`config.mk`:
```
export PLATFORM = sky130hd
export DESIGN_NAME = ej32_fetch
export DESIGN_NICKNAME = d
export VERILOG_FILES = /design/src/rtl/ej32_pkg.sv /design/src/rtl/ej32_wq.sv /design/src/rtl/ej32_fetch.sv
export SDC_FILE = /design/constraint.sdc
export NUM_CORES = 1
export LEC_CHECK = 0
export ABC_AREA = 1
export CAP_MARGIN = 20
export CORE_ASPECT_RATIO = 1.25
export CORE_MARGIN = 10
export CORE_UTILIZATION = 51
export CTS_CLUSTER_SIZE = 16
export DETAILED_ROUTE_END_ITERATION = 7
export GPL_ROUTABILITY_DRIVEN = 0
export PLACE_DENSITY = 0.8
export SLEW_MARGIN = 20
export SYNTH_ARGS = -nofsm -noshare
export SYNTH_HDL_FRONTEND = slang
export SYNTH_SLANG_ARGS = --single-unit
```
`constraint.sdc`:
```
create_clock -name clk -period 2.7 [get_ports clk]
set_input_delay 0.54 -clock clk [delete_from_list [all_inputs] [get_ports clk]]
set_output_delay 0.54 -clock clk [all_outputs]
set_load 0.01 [all_outputs]
```
`src/rtl/ej32_pkg.sv`:
```
// Shared types for the EJ32 fetch path: FSM states, bus word type and big-endian byte-lane helper.
package ej32_pkg;

  typedef enum logic [1:0] {
    IDLE  = 2'd0,
    REQ   = 2'd1,
    DRAIN = 2'd2
  } fetch_st_t;

  typedef logic [31:0] word_t;

  localparam int BYTE_W = 8;
  localparam int LANES  = 4;

  // Byte 0 of a word sits in the most significant lane.
  function automatic logic [BYTE_W-1:0] byte_lane(input word_t w, input logic [1:0] off);
    return w[(LANES - 1 - int'(off)) * BYTE_W +: BYTE_W];
  endfunction

endpackage

```
`src/rtl/ej32_wq.sv`:
```
// Word queue for the fetch unit: power-of-two FIFO with clear, count and a combinational head.
module ej32_wq
  import ej32_pkg::*;
#(
  parameter int DEPTH = 4
) (
  input  logic                       clk,
  input  logic                       rst_n,
  input  logic                       clear,
  input  logic                       push,
  input  word_t                      push_data,
  input  logic                       pop,
  output word_t                      head,
  output logic                       full,
  output logic                       empty,
  output logic [$clog2(DEPTH):0]     count
);

  localparam int AW = $clog2(DEPTH);
  localparam logic [AW:0] DEPTH_CNT = (AW + 1)'(DEPTH);

  word_t           mem [DEPTH];
  logic [AW-1:0]   rd_ptr_reg;
  logic [AW-1:0]   wr_ptr_reg;
  logic [AW:0]     cnt_reg;
  logic            do_push;
  logic            do_pop;

  assign full    = (cnt_reg == DEPTH_CNT);
  assign empty   = (cnt_reg == '0);
  assign count   = cnt_reg;
  assign head    = mem[rd_ptr_reg];
  assign do_push = push & ~full & ~clear;
  assign do_pop  = pop & ~empty & ~clear;

  always_ff @(posedge clk) begin
    if (do_push) begin
      mem[wr_ptr_reg] <= push_data;
    end
  end

  always_ff @(posedge clk or negedge rst_n) begin
    if (!rst_n) begin
      rd_ptr_reg <= '0;
      wr_ptr_reg <= '0;
      cnt_reg    <= '0;
    end else if (clear) begin
      rd_ptr_reg <= '0;
      wr_ptr_reg <= '0;
      cnt_reg    <= '0;
    end else begin
      if (do_push) wr_ptr_reg <= wr_ptr_reg + AW'(1);
      if (do_pop)  rd_ptr_reg <= rd_ptr_reg + AW'(1);
      cnt_reg <= cnt_reg + (AW + 1)'(do_push) - (AW + 1)'(do_pop);
    end
  end

endmodule

```
`src/rtl/ej32_fetch.sv`:
```
// EJ32 instruction fetch: word reads into a prefetch queue, one byte per cycle to the decoder.
// Define EJ32_FETCH_BYPASS_EN to forward an acked word straight to data when the queue is empty.
module ej32_fetch
  import ej32_pkg::*;
#(
  parameter int unsigned COLD  = 'h0,
  parameter int          ASZ   = 17,
  parameter int          DEPTH = 4
) (
  input  logic           clk,
  input  logic           rst_n,
  output logic           mem_req,
  output logic [ASZ-3:0] mem_addr,
  input  logic           mem_ack,
  input  logic [31:0]    mem_rdata,
  input  logic           jmp,
  input  logic [ASZ-1:0] jmp_addr,
  input  logic           take,
  output logic [7:0]     data,
  output logic           data_vld,
  output logic [ASZ-1:0] pc
);

  localparam int CW = $clog2(DEPTH) + 1;
  localparam logic [ASZ-1:0] COLD_A    = ASZ'(COLD);
  localparam logic [CW-1:0]  DEPTH_CNT = CW'(DEPTH);

  fetch_st_t       state_reg, state_next;
  logic [ASZ-3:0]  addr_reg, addr_next;
  logic [ASZ-3:0]  tgt_reg, tgt_next;
  logic [1:0]      off_reg, off_next;
  logic [ASZ-1:0]  pc_reg, pc_next;

  word_t           head_word;
  word_t           cur_word;
  logic            q_full, q_empty;
  logic [CW-1:0]   q_count;
  logic [CW-1:0]   occ_next;
  logic            bypass, consume, push, pop;

  ej32_wq #(.DEPTH(DEPTH)) u_wq (
    .clk       (clk),
    .rst_n     (rst_n),
    .clear     (jmp),
    .push      (push),
    .push_data (mem_rdata),
    .pop       (pop),
    .head      (head_word),
    .full      (q_full),
    .empty     (q_empty),
    .count     (q_count)
  );

`ifdef EJ32_FETCH_BYPASS_EN
  assign bypass   = q_empty & mem_ack & (state_reg == REQ);
  assign cur_word = bypass ? mem_rdata : head_word;
`else
  assign bypass   = 1'b0;
  assign cur_word = head_word;
`endif

  assign data_vld = ~q_empty | bypass;
  assign data     = data_vld ? byte_lane(cur_word, off_reg) : 8'h00;
  assign mem_req  = (state_reg != IDLE);
  assign mem_addr = addr_reg;
  assign pc       = pc_reg;

  // A bypassed word whose last byte is taken on arrival never needs to enter the queue.
  assign consume  = take & data_vld & ~jmp;
  assign push     = mem_ack & (state_reg == REQ) & ~jmp & ~(bypass & consume & (off_reg == 2'd3));
  assign pop      = consume & ~q_empty & (off_reg == 2'd3);
  assign occ_next = q_count + CW'(push) - CW'(pop);

  always_comb begin
    state_next = state_reg;
    addr_next  = addr_reg;
    tgt_next   = tgt_reg;
    off_next   = off_reg;
    pc_next    = pc_reg;
    if (jmp) begin
      off_next = jmp_addr[1:0];
      pc_next  = jmp_addr;
      // An unanswered request must still complete; park the target until it does.
      if (state_reg != IDLE && !mem_ack) begin
        state_next = DRAIN;
        tgt_next   = jmp_addr[ASZ-1:2];
      end else begin
        state_next = IDLE;
        addr_next  = jmp_addr[ASZ-1:2];
      end
    end else begin
      if (consume) begin
        off_next = off_reg + 2'd1;
        pc_next  = pc_reg + ASZ'(1);
      end
      case (state_reg)
        IDLE: if (!q_full) state_next = REQ;
        REQ: begin
          if (mem_ack) begin
            addr_next = addr_reg + (ASZ - 2)'(1);
            if (occ_next >= DEPTH_CNT) state_next = IDLE;
          end
        end
        DRAIN: begin
          if (mem_ack) begin
            addr_next  = tgt_reg;
            state_next = REQ;
          end
        end
        default: state_next = IDLE;
      endcase
    end
  end

  always_ff @(posedge clk or negedge rst_n) begin
    if (!rst_n) begin
      state_reg <= IDLE;
      addr_reg  <= COLD_A[ASZ-1:2];
      tgt_reg   <= COLD_A[ASZ-1:2];
      off_reg   <= COLD_A[1:0];
      pc_reg    <= COLD_A;
    end else begin
      state_reg <= state_next;
      addr_reg  <= addr_next;
      tgt_reg   <= tgt_next;
      off_reg   <= off_next;
      pc_reg    <= pc_next;
    end
  end

endmodule

```
## Word level (Yosys, flattened, before mapping)

Memories as Yosys holds them, arrays and structs flattened.
Index checks and enable logic that the tools add are counted.

| storage, ports and cells | value |
|---|---|
| bits in registers | 58 |
| memory bits (writable) | 128 |
| output and inout port bits | 42 |
| logic and storage cells | 79 |
| memories kept | 1 |

| operators by class | value |
|---|---|
| add/sub/neg operators | 10 |
| order comparisons | 1 |
| equality and inequality tests | 9 |
| shifts and indexed selects | 1 |
| mux-type cells | 24 |
| bitwise logic cells | 13 |
| reductions and logical operators | 12 |

Memory list:

| name | words | bits a word | rd ports | clocked after Yosys merged registers in | wr ports | line | text |
|---|---|---|---|---|---|---|---|
| u_wq.mem | 4 | 32 | 1 | 0 | 1 | ej32_wq.sv:22 | `word_t mem [DEPTH];` |

Operator list:

| cell | count |
|---|---|
| two-way mux 15 bit | 4 |
| two-way mux 17 bit | 2 |
| indexed part select 32 x 6 -> 8 bit | 1 |
| case mux 15 bit (2 select lines) | 1 |
| two-way mux 2 bit | 12 |
| adder 17 x 1 -> 17 bit, second input constant | 1 |
| adder 15 x 1 -> 15 bit, second input constant | 1 |
| bitwise AND 1 bit | 10 |
| != test 3 bit, second input constant | 3 |
| two-way mux 8 bit | 1 |
| AND reduction 4 bit | 2 |
| nonzero test 2 bit | 4 |
| adder 2 x 1 -> 2 bit, second input constant | 3 |
| adder 3 x 1 -> 3 bit | 2 |
| case mux 2 bit (3 select lines) | 1 |
| subtractor 3 x 1 -> 3 bit | 2 |
| == test 2 bit, second input constant | 2 |
| == test 3 bit, second input constant | 1 |
| greater-or-equal comparator 3 bit, second input constant | 1 |
| logical NOT 3 bit | 1 |
| two-way mux 3 bit | 1 |
| != test 3 x 2 -> 1 bit, second input constant | 1 |
| inverter 1 bit | 3 |
| nonzero test 3 bit | 1 |
| 8 further kinds | 9 |

## Logic depth before layout (Yosys ltp)

Gate-level depths: netlist of the first run.

| logic depth | value |
|---|---|
| depth after elaboration | 12 |
| gate-level depth with buffers | 18 |
| mapped depth without buffers | 18 |

## Hierarchy

Synthesis of the first run repeated with hierarchy kept, for this count alone.

| unflattened totals | value |
|---|---|
| cell total of the unflattened synthesis | 859 |
| area, all modules | 8778.4 µm² |

By module, submodules not included:

| module | times used | cells each | area each (µm²) | seq. area each (µm²) |
|---|---|---|---|---|
| ej32_wq | 1 | 372 | 5240.0 | 4018.9 |
| ej32_fetch | 1 | 487 | 3538.4 | 1276.2 |

## Worst setup path after synthesis of the first run

Ideal clock, no wire load.

| path | value |
|---|---|
| path type | input -> register |
| start | input port jmp |
| end | memory u_wq.mem[0][0] in the netlist's numbering, enable pin |
| setup time | 0.421 ns |
| arrival | 2.309 ns |
| slack | -0.030 ns |
| stages | 4 |
| cells stage by stage | buf_4 -> nor2_1 -> nand2_1 -> nor2_1 |

| on the way | value |
|---|---|
| word-level cells in the longest chain between the ends | 6 |

RTL lines:

| element | line | text |
|---|---|---|
| start: declaration | ej32_fetch.sv:16 | `input logic jmp,` |
| inverter 1 bit (*) | ej32_wq.sv:33, ej32_fetch.sv:70 |  |
| bitwise AND 1 bit | ej32_fetch.sv:70 | `assign push = mem_ack & (state_reg == REQ) & ~jmp & ~(bypass & consume & (off_reg == 2'd3));` |
| bitwise AND 1 bit | ej32_wq.sv:33 | `assign do_push = push & ~full & ~clear;` |
| bitwise AND 1 bit (*) | ej32_wq.sv:33 |  |
| two-way mux 1 bit (*) | ej32_wq.sv:37 | `if (do_push) begin` |
| two-way mux 1 bit (implied by the code) (*) | ej32_wq.sv:38 | `mem[wr_ptr_reg] <= push_data;` |
| end: declaration | ej32_wq.sv:22 |  |

Every way passes the cells marked *; elsewhere a longest branch is shown, timed or not.

## Final worst setup path of the first run

| path | value |
|---|---|
| start | register u_wq.rd_ptr_reg[0] |
| end | output port data[0] |

| on the way | value |
|---|---|
| word-level cells in the longest chain between the ends | 3 |

RTL lines:

| element | line | text |
|---|---|---|
| start: declaration | ej32_wq.sv:23 | `logic [AW-1:0] rd_ptr_reg;` |
| start signal: assignment | ej32_wq.sv:53 | `if (do_pop) rd_ptr_reg <= rd_ptr_reg + AW'(1);` |
| memory (4 x 32 bit) | n/a |  |
| indexed part select 32 x 6 -> 8 bit | ej32_pkg.sv:17 | `return w[(LANES - 1 - int'(off)) * BYTE_W +: BYTE_W];` |
| two-way mux 8 bit | ej32_fetch.sv:63 | `assign data = data_vld ? byte_lane(cur_word, off_reg) : 8'h00;` |
| end: declaration | ej32_fetch.sv:19 | `output logic [7:0] data,` |

No other way between the ends.

==> results of run 1 <==
[power by group through the flow]
stage | clock network (mW) | registers, mW | logic (mW)
final | 2.42 | 3.78 | 2.17
after global routing | 2.56 | 3.82 | 2.41
after CTS | 2.44 | 3.76 | 2.17
after detailed placement | 0 | 3.82 | 2.15
after global placement | 0 | 3.81 | 2.10
after floorplan | 0 | 3.79 | 1.26
[path summary, 6_finish.rpt]
check / start / endpoint / slack, ns
setup reg to reg: u_wq.count[1] / u_wq.count[2] / 0.43
setup / recovery: u_wq.rd_ptr_reg[0] / data[0] / -0.19
hold reg to reg: tgt_reg[12] / tgt_reg[12] / 0.49
hold / removal: rst_n / pc[10] / 0.15
max in group asynchronous: rst_n / u_wq.wr_ptr_reg[1] / 1.92
min in group clk: tgt_reg[12] / tgt_reg[12] / 0.49
[per-stage QoR]
step	total power, mW	worst slack [ns]	setup TNS [ns]	util [%]
6_report	8.37	-0.189	-0.189	63.3
5_1_grt	8.78	-0.300	-0.300	63.3
4_1_cts	8.38	-0.230	-1.03	63.0
3_5_place_dp	5.96	0.156	0	59.3
3_3_place_gp	5.91	0.185	0	59.3
2_1_floorplan	5.05	-0.0302	-3.87	-
[layout by cell type, fill, tap and decap left out, types with 3 or more instances in the layout]
master and n:
xnor2_1 4, o211ai_2 4, inv_8 7, dfrtp_1 56
a31oi_1 7, inv_4 4, nor2_4 4, xor2_1 9
edfxtp_1 128, buf_4 12, clkinvlp_4 3, buf_12 11
o21ai_0 59, nor2_1 155, a21oi_2 3, nor3_1 5
inv_6 3, nand4_1 7, nand3_1 73, nand2_2 3
ha_1 11, o211ai_1 20, inv_1 61, o21ai_1 25
clkdlybuf4s50_1 87, nor2_2 6, inv_2 5, mux2_1 9
dlymetal6s2s_1 4, clkbuf_16 17, nand2_1 123, a21oi_1 34
[metal layers]
layer | vias up | part of all wire [%] | wire, µm
li1 | 3188 | - | -
met1 | 3269 | 38 | 8310
met4 | 0 | 2.8 | 611
met5 | - | 0 | 0
met3 | 58 | 8.6 | 1900
met2 | 303 | 51 | 11100
[cell type report]
class | instances | area, µm² | share of cell area, %
clock buffer | 18 | 429 | 4.01
clock inverter | 14 | 145 | 1.36
inverter | 73 | 289 | 2.70
multi-input combinational | 576 | 2960 | 27.7
sequential | 186 | 5300 | 49.5
tap | 220 | 275 | 2.57
timing repair buffer | 121 | 1310 | 12.2
[critical path, cell delays in order (launching register included)]
cell,delay [ns]
dfrtp_2,0.49
inv_4,0.12
buf_12,0.17
nor2_1,0.05
o21ai_1,0.18
nand3_1,0.16
a21oi_2,0.18
clkdlybuf4s50_1,0.55
[kinds of logic after synthesis]
family	synth area share [%]
buffers and inverters	6.88
XOR/XNOR	1.29
flip-flops	60.0
multiplexers	1.27
adder cells (fa/ha/maj)	1.78
AO/OA/AOI/OAI	10.4
AND/OR/NAND/NOR	18.4
[what timing repair did]
action                     4_1_cts  5_1_grt
setup endpoints to repair        8        8
gates cloned                     1        0
resized for setup                9       18
pin swaps                        3        6
setup buffers                    0        3
==> impl_metrics.ini, run 1 <==
[clock_tree]
clock_sinks = 186
cts_buffer_depth = 2
htreeDepth = 4
cts_tree = built
holdBufCountCts = 0
clock_latency_ns = 0.44
clkTransAtPathRegs_ns = 0.07
cts_root_buffer = clkbuf_16
cts_buffers = 17

[route]
wl_per_cell_um = 18.1
drt-initial-drc-count = 643
drt_first_pass_iters = 7
routed_wl_um = 21900
drc = 0
vias = 6818
vias_per_cell = 5.64
final_antenna_net_count = 0

[layout]
area_growth_pct = 21.2
n_antenna_cell = 0
postLayoutCellArea_um2 = 10700
nets = 1041
drive_gt1_share_pct = 10.3
instances_no_fill = 1208
largest_reg_flops = 128
n_fill_cell = 1339

[global_route]
top_usage_layer = met2
grt_pass1_wl_um = 34300
antenna_found_initial = 0
grt.overflow.total = 0
met3_usage_pct = 5.60
met2_usage_pct = 31.8
grt_max_degree = 33
grt_pass1_vias = 6735
grtUsageTotal_pct = 18.9
use_met1_pct = 22.1

[die]
ios = 96
die_width_um = 138
placeableCoreArea_um2 = 16900
die-area_um2 = 23000
initial_core_util_pct = 52.2
rows = 53
die_y_um = 167

[power]
comb_power_share_pct = 25.9
switching_share_pct = 33.2
leakage_nw = 4.22
switchingPower_mw = 2.78
p_int_mw = 5.59
peakVddDrop_v = 0.000566
p_clk_share_pct = 28.9
pwr-share-seq_pct = 45.1
powerDensity_nw_per_um2 = 782

[synth]
yosysMostFrequentCell = nor2_1
yosysTopAreaCell = edfxtp_1
synth_cells = 876
synth_area_leaders = edfxtp_1 44%, dfrtp_1 16%, nor2_1 6.8%
ys_seq_area_share_pct = 60.0
syn_nets = 942
yosysTopAreaCellShare_pct = 43.5
ys_ff_latch = 186
async_reset_ff_share_pct = 31.2
syn_area_per_cell_um2 = 10.1
synth_commonest_cells = 159 x nor2_1, 128 x edfxtp_1, 123 x nand2_1
synthFlopType = edfxtp_1
ys_types = 42
synth_edf_count = 128
yosys_warnings = 0
syn-cell-area_um2 = 8830

[timing]
max_freq_mhz = 346
maxSlewViolCount = 0
hold_viol_final = 0
slew-limit-headroom_pct = 52.7
fin_worst_skew_ns = 0.0117
timing.final.crit_share_pct = 107
holdWs_ns = 0.150
worst_slack_ns = -0.189
setup_violations = 1
period_minus_slack_ns = 2.89
rsz0062_at_grt = true
tightest_slew_ns = 0.710

[flow_run]
drv_cap = 0

[status]
violations = setup timing
outcome = finished, violations left

[place]
dp_cells = 1172
dpl-instance-area_um2 = 10000
hpwl_um = 14300
port_buffers = 95

[worst_hold_path]
hold_path.class = primary input to asynchronous set/reset pin

[worst_setup_path]
crit_fanout = 20
reg2regPathDepth = 12
required_ns = 2.16
critPathCaptureType = output pin
crit_arrival_ns = 2.35
crit_type = flip-flop to output pin
startpoint_type = flip-flop
(Power assumes the default switching activity.)
==> run 2, diff against run 1 <==
--- a/config.mk
+++ b/config.mk
@@ -9,11 +9,12 @@
 export CAP_MARGIN = 20
 export CORE_ASPECT_RATIO = 1.25
 export CORE_MARGIN = 10
-export CORE_UTILIZATION = 51
+export CORE_UTILIZATION = 57
 export CTS_CLUSTER_SIZE = 16
 export DETAILED_ROUTE_END_ITERATION = 7
+export DONT_BUFFER_PORTS = 1
 export GPL_ROUTABILITY_DRIVEN = 0
-export PLACE_DENSITY = 0.8
+export PLACE_DENSITY = 0.79
 export SLEW_MARGIN = 20
 export SYNTH_ARGS = -nofsm -noshare
 export SYNTH_HDL_FRONTEND = slang
==> impl_metrics.ini, run 2 (same netlist as run 1, synthesis figures left out) <==
[worst_setup_path]
crit_type = flip-flop to output pin
required_ns = 2.16
startpoint_type = flip-flop
critPathCaptureType = output pin
crit_arrival_ns = 2.03
crit_fanout = 56

[power]
p_int_mw = 5.36
powerDensity_nw_per_um2 = 821
leakage_nw = 3.75
pwr-share-seq_pct = 48.9
switching_share_pct = 32.3
p_clk_share_pct = 31.2
comb_power_share_pct = 19.9
peakVddDrop_v = 0.000564
switchingPower_mw = 2.56

[place]
hpwl_um = 13600
dp_cells = 1065
dpl-instance-area_um2 = 9000
port_buffers = 0

[route]
wl_met3_um = 2130
drc = 0
routed-wl-met2_um = 10600
drt_first_pass_iters = 5
final_antenna_net_count = 0
drt-initial-drc-count = 570
wl_per_cell_um = 18.5
highest_layer = met4
vias_per_cell = 5.73
routed_wl_um = 20300
m1WireLength_um = 7300
vias = 6292

[clock_tree]
cts_buffer_depth = 2
clock_sinks = 186
clock_latency_ns = 0.43
cts_root_buffer = clkbuf_16
cts_buffers = 17
cts_tree = built
htreeDepth = 4
clkTransAtPathRegs_ns = 0.07

[die]
placeableCoreArea_um2 = 15100
initial_core_util_pct = 58.6
ios = 96
rows = 50
die_width_um = 131
die-area_um2 = 20900
die_y_um = 159

[timing]
period_minus_slack_ns = 2.57
rsz0062_at_grt = false
max_freq_mhz = 389
setup_violations = 0
fin_worst_skew_ns = 0.00614
timing.final.crit_share_pct = 95.1
tightest_slew_ns = 0.544
slew-limit-headroom_pct = 63.6
maxSlewViolCount = 0
hold_viol_final = 0

[layout]
layout_common_cells = 155 x nor2_1, 128 x edfxtp_1, 123 x nand2_1
area_growth_pct = 9.18
seq_area_um2 = 5300
nets = 944
n_antenna_cell = 0
layout_commonest_cell = nor2_1
instances_no_fill = 1099
drive_gt1_share_pct = 10.1
n_fill_cell = 1167
postLayoutCellArea_um2 = 9640
largest_reg_flops = 128
multi_input_area_um2 = 2960

[global_route]
grt_pass1_wl_um = 32300
grtUsageTotal_pct = 19.3
grt.overflow.total = 0
antenna_found_initial = 0
grt_pass1_vias = 6178
grt_max_degree = 59

[status]
outcome = finished, final reports clean

[flow_run]
drv_cap = 0

[worst_hold_path]
hold_path.class = primary input to flip-flop
-- run 2: changes by cell type in the layout (fill, tap and decap cells not counted), moves of 4 or more --
cell,before,now
inv_8,7,1
dlymetal6s2s_1,4,0
clkdlybuf4s50_1,87,0
buf_12,11,3
-- run 2: area by class of cell --
class | count | share of cell area, %
clock inverter | 15 | 1.65
inverter | 73 | 2.93
multi-input combinational | 576 | 30.7
sequential | 186 | 54.9
clock buffer | 17 | 4.41
timing repair buffer | 24 | 2.69
tap | 208 | 2.70
-- run 2: worst paths after layout --
check / slack (ns) / startpoint / cells after the start / to
min reg2reg: 0.49 / tgt_reg[14] / 1 / tgt_reg[14]
min: 0.18 / jmp / 1 / u_wq.count[1]
max reg2reg: 0.32 / u_wq.count[1] / 12 / u_wq.count[2]
max: 0.13 / u_wq.rd_ptr_reg[0] / 7 / data[2]
min in group asynchronous: 0.61 / rst_n / 2 / pc[15]
max in group asynchronous: 1.81 / rst_n / 2 / u_wq.rd_ptr_reg[0]
-- run 2: stage by stage --
stage / setup WS [ns] / hold WS, ns / total power [mW] / utilization (%) / TNS, ns
6_report: 0.132 / 0.179 / 7.92 / 64.0 / 0
2_1_floorplan: -0.0302 / 0.244 / 5.05 / - / -3.87
3_5_place_dp: 0.340 / 0.247 / 5.47 / 59.7 / 0
5_1_grt: 0.00639 / 0.158 / 8.33 / 64.0 / 0
4_1_cts: 0.0237 / 0.151 / 7.95 / 63.8 / 0
3_3_place_gp: 0.388 / 0.247 / 5.41 / 59.7 / 0
-- run 2: routing by layer --
metal | vias up | GRT usage (%)
met3 | 28 | 8.86
met2 | 217 | 34.3
li1 | 3003 | -
met1 | 3044 | 19.9
met4 | 0 | 5.72
met5 | - | 0
-- run 2: worst max-delay path, cell delays in order (launching register included) --
cell and delay (ns):
dfrtp_2 0.43, inv_2 0.09, buf_12 0.25, nor2_1 0.07, o211ai_1 0.27, nand3_1 0.11, a21oi_1 0.20, buf_4 0.16
-- run 2: repair_timing --
item                                    in CTS  in global routing
pin swaps                                    0                  0
hold buffers                                 2                  0
endpoints found under the setup margin       6                  7
gates resized for setup                      1                  5
buffers inserted                             0                  0
hold endpoints to repair                    58                  0
-- run 2: power by group through the flow --
| stage | clock network, mW | registers (mW) | logic, mW |
|---|---|---|---|
| floorplan | 0 | 3.79 | 1.26 |
| global placement | 0 | 3.92 | 1.49 |
| detailed placement | 0 | 3.93 | 1.54 |
| CTS | 2.50 | 3.87 | 1.57 |
| global route | 2.60 | 3.94 | 1.79 |
| finish | 2.47 | 3.88 | 1.57 |
